$ cat src/rtl/alu_accumulator_seq.sv
// alu_accumulator_seq: sequences single ALU operations and accumulates the result.
// Operand A is fed back from the accumulator. Carry and overflow flags, a sticky
// overflow flag and a wrapping capture count are kept beside the accumulator.
module alu_accumulator_seq #(
    parameter int             W        = 3,
    parameter logic [W-1:0]   ACC_INIT = '0
) (
    input  logic         clk,
    input  logic         reset,
    input  logic         start,
    input  logic         load,
    input  logic [1:0]   op,
    input  logic [W-1:0] opnd,
    input  logic         clr_flags,
    output logic [1:0]   alu_ins,
    output logic [W-1:0] alu_a,
    output logic [W-1:0] alu_b,
    input  logic [W-1:0] alu_s,
    input  logic         alu_ov,
    input  logic         alu_cout,
    output logic [W-1:0] acc,
    output logic         cout_flag,
    output logic         ov_flag,
    output logic         ov_sticky,
    output logic         busy,
    output logic         done,
    output logic [3:0]   op_count
);

    typedef enum logic [1:0] {IDLE, EXEC, DONE} state_t;

    state_t state, nxt;

    // State register; reset wins over everything, including an EXEC capture.
    always_ff @(posedge clk) begin
        if (reset) state <= IDLE;
        else       state <= nxt;
    end

    // Next-state decode; start is only looked at in IDLE, never queued.
    always_comb begin
        nxt = state;
        case (state)
            IDLE:    if (start) nxt = load ? DONE : EXEC;
            EXEC:    nxt = DONE;
            DONE:    nxt = IDLE;
            default: nxt = IDLE;
        endcase
    end

    // Status outputs are pure state decodes, so inputs never reach them combinationally.
    assign busy = (state != IDLE);
    assign done = (state == DONE);

    // Datapath: ALU input registers, accumulator, flags and capture counter.
    // alu_a follows every accumulator write so it always mirrors acc.
    always_ff @(posedge clk) begin
        if (reset) begin
            alu_ins   <= 2'd0;
            alu_a     <= ACC_INIT;
            alu_b     <= '0;
            acc       <= ACC_INIT;
            cout_flag <= 1'b0;
            ov_flag   <= 1'b0;
            ov_sticky <= 1'b0;
            op_count  <= 4'd0;
        end else begin
            case (state)
                IDLE: begin
                    if (start && load) begin
                        acc   <= opnd;
                        alu_a <= opnd;
                    end else if (start) begin
                        alu_ins <= op;
                        alu_a   <= acc;
                        alu_b   <= opnd;
                    end
                end
                EXEC: begin
                    acc       <= alu_s;
                    alu_a     <= alu_s;
                    cout_flag <= alu_cout;
                    ov_flag   <= alu_ov;
                    op_count  <= op_count + 4'd1;
                end
                default: ;
            endcase
            // A captured overflow beats a simultaneous clear.
            ov_sticky <= (ov_sticky & ~clr_flags) | ((state == EXEC) & alu_ov);
        end
    end

endmodule

$ cat config.mk
export PLATFORM = sky130hd
export DESIGN_NAME = alu_accumulator_seq
export DESIGN_NICKNAME = d
export VERILOG_FILES = /design/src/rtl/alu_accumulator_seq.sv
export SDC_FILE = /design/constraint.sdc
export NUM_CORES = 1
export LEC_CHECK = 0
export CORE_UTILIZATION = 41
export DETAILED_ROUTE_END_ITERATION = 8
export GPL_ROUTABILITY_DRIVEN = 1
export PLACE_DENSITY = 0.8
export SYNTH_ARGS = -nofsm -noshare
export SYNTH_HDL_FRONTEND = slang
export SYNTH_SLANG_ARGS = --single-unit
$ cat constraint.sdc
create_clock -name clk -period 1.55 [get_ports clk]
set_input_delay 0.155 -clock clk [delete_from_list [all_inputs] [get_ports clk]]
set_output_delay 0.155 -clock clk [all_outputs]
set_load 0.02 [all_outputs]
==> results.yml <==
place:
  placed_area_mm2: 0.00125
  gp_congestion: 0.855
  dp_hpwl_mm: 1.52
  io_buffers: 34
grt:
  grt_start_max_net_pins: 15
  grt_first_pass_wirelength_mm: 2.85
  grt.overflow.total: 0
  track_usage_pct: 17.6
  grt_antenna_before_repair: 0
  grt_pass1_vias: 670
critical_path:
  worstPathRequired_ps: 1390
  slowest_stage: "clkdlybuf4s50_1"
  crit-reg2reg-capture: "acc[2]"
  cp-start-kind: "flop"
  critPathKind: "flop to output pin"
  reg2reg_depth: 3
  rrSetupSlack_ps: 120
  crit_chain: "clkdlybuf4s50_1"
  worstReg2RegStart: "state[0]"
  endpoint_kind: "output pin"
  path_buf_inv: 1
  crit_arrival_ps: 1310
  max_stage_delay_ps: 620
  crit_path_max_fanout: 4
  cpLargestDelayFamily: "buffers and inverters"
cts:
  tritoncts: "yes"
  clock_latency_ps: 290
  cts_buffers: 3
  path_clk_slew_ps: 100
  cts_buffer_depth: 2
  h-tree-depth: 1
  clkSinkCount: 20
  root_buffer: "clkbuf_4"
sta:
  grt_setup_unrepaired: "false"
  skew_ps: 1.44
  period_share_pct: 94.4
  worstMarginPinSlew_ps: 461
  tns_ps: 0
  maxSlewViolCount: 0
  max_freq_mhz: 684
  setup_viol: 0
  period_needed_ps: 1460
  slew_headroom_pct: 69.2
  hold_viol: 0
synth:
  synth_seq_cells: 20
  synth_top_area_share_pct: 45.7
  ys_seq_area_share_pct: 45.7
  syn_avg_cell_area_um2: 9.32
  yosys_warnings: 0
  yosysTopAreaCell: "dfxtp_1"
  synth.area.top_cells: "dfxtp_1 (46%), mux2i_1 (8.0%), nor2_1 (4.7%), nand2_1 (4.3%), buf_6 (3.9%)"
  yosysMostFrequentCell: "dfxtp_1"
  synth_edf_count: 0
  synth.cell_area_um2: 876
  synth_nets: 110
  synthFlopType: "dfxtp_1"
  synth_cell_type_count: 29
  ys_top_cells_by_count: "dfxtp_1 (20), nor2_1 (11), nand2_1 (10)"
  synth-async-reset-ratio_pct: 0
  syn_inst: 94
route:
  routed.top_layer: "met3"
  wl_per_cell_um: 12.2
  route.layer.met1.wl_um: 856
  dr_total_vias: 789
  wl_met2_um: 970
  ant_nets: 0
  drtIter0Drc: 11
  met3_length_um: 107
  drt-pass1-iter-count: 4
  via_per_inst: 4.96
  remaining_drc_errors: 0
  drt-total-wl_mm: 1.94
floorplan:
  core_mm2: 0.00198
  die_y_um: 48.2
  initial_core_util_pct: 44.2
  num_io_pins: 35
  die_w_um: 48.2
  die_area_mm2: 0.00233
  rows: 16
cells_and_area:
  num-nets-final: 149
  num_antenna_cells: 0
  fillers: 173
  design_area_mm2: 0.00129
  syn2layout_area_growth_pct: 46.9
  drive_above_1_share_pct: 9.85
run_status:
  status: "finished clean"
power_and_ir_drop:
  irDropWorstVdd_mv: 0.518
  internal_power_w: 0.000809
  clockPowerShare_pct: 26.8
  p_seq_share_pct: 51.7
  p_comb_share_pct: 21.5
  p_leak_nw: 0.535
  power_switching_share_pct: 25.3
  p_switching_w: 0.000274
  power_density_mw_per_mm2: 842
run:
  cap_violations: 0
worst_hold_path:
  min_to: "cout_flag"
  hold_path.class: "input pin to flop"
  hold_depth: 3
  hold_start: "alu_cout"
placed cells by master, fill, tap and decap left out, types with 2 or more instances in the layout:
master            n
a21oi_1           6
a22oi_1           2
buf_4             6
clkbuf_4          3
clkdlybuf4s50_1  32
dfxtp_1          18
dfxtp_2           2
dlygate4sd2_1     2
inv_1             3
mux2_1            2
mux2i_1           7
nand2_1          10
nand2b_1          2
nand3_1           2
nor2_1           11
nor2b_1           2
nor3_1            2
o21ai_0           2
o21bai_1          3
o22ai_1           2
o311a_1           2
cell type report:
cell class              count  area (um^2)  area share [%]
well taps                  27         33.8            2.63
repair buffers             40          383            29.8
flip-flops and latches     20          403            31.3
multi-input cells          65          419            32.6
clock buffers               4         36.3            2.82
inverters                   3         11.3           0.875
flip-flops by register name (all words and copies together) (netlist names):
register / count
op_count: 4
alu_ins: 2
alu_a: 3
state: 2
alu_b: 3
ov_flag: 1
acc: 3
cout_flag: 1
ov_sticky: 1
repair_timing:
| action | in CTS | in global routing |
|---|---|---|
| hold buffers | 0 | 0 |
| gates resized for setup | 4 | 0 |
| setup endpoints to repair | 2 | 0 |
| buffers inserted | 0 | 0 |
metal layers:
layer	track usage (%)	vias to the layer above
li1	-	405
met1	21.1	360
met2	31.5	24
met3	3.70	0
met4	5.00	0
met5	0	-
worst reg2reg max path, stage by stage, from the launching register on:
cell	delay (ps)
dfxtp_2	420
nor2b_1	280
mux2_1	360
o311a_1	280
per-stage QoR:
step | hold slack, ps | worst slack (ps) | std cells | utilization [%] | power, W
detailed placement | 453 | 24.5 | 155 | 63.1 | 0.000807
CTS | 403 | 76.6 | 159 | 64.9 | 0.00110
global placement | 443 | 55.2 | 155 | 63.1 | 0.000804
global route | 419 | 17.5 | 159 | 64.9 | 0.00115
floorplan | 291 | 149 | 94 | - | 0.000694
finish | 410 | 87.3 | 159 | 64.9 | 0.00108
cell families (layout without fill, tap and decap cells):
group	count (synthesis)	in the layout	synth area share (%)
simple gates	33	33	18.1
compound gates	20	20	15.7
flops	20	20	45.7
mux	9	9	10.6
buf+inv	9	47	6.43
xor+xnor	2	2	2.00
fa+ha+maj	1	1	1.43
power by group through the flow:
stage                     Sequential [W]  Combinational [W]  Clock [W]
after floorplan                 0.000596          0.0000982          0
after global placement          0.000571           0.000234          0
after detailed placement        0.000571           0.000236          0
after CTS                       0.000561           0.000235   0.000300
after global routing            0.000564           0.000250   0.000333
final                           0.000560           0.000233   0.000290
how the worst max path moves through the flow:
stage                      startpoint  slack, ps          end  depth (start not counted)
after floorplan              state[0]        150       acc[1]                          5
after global placement          start         60   alu_ins[1]                          4
after detailed placement        start         20     alu_b[0]                          4
after CTS                 op_count[0]         80  op_count[0]                          1
after global routing      op_count[1]         20  op_count[1]                          1
final                     op_count[0]         90  op_count[0]                          1
No activity file was read; power rests on OpenSTA's default activity.
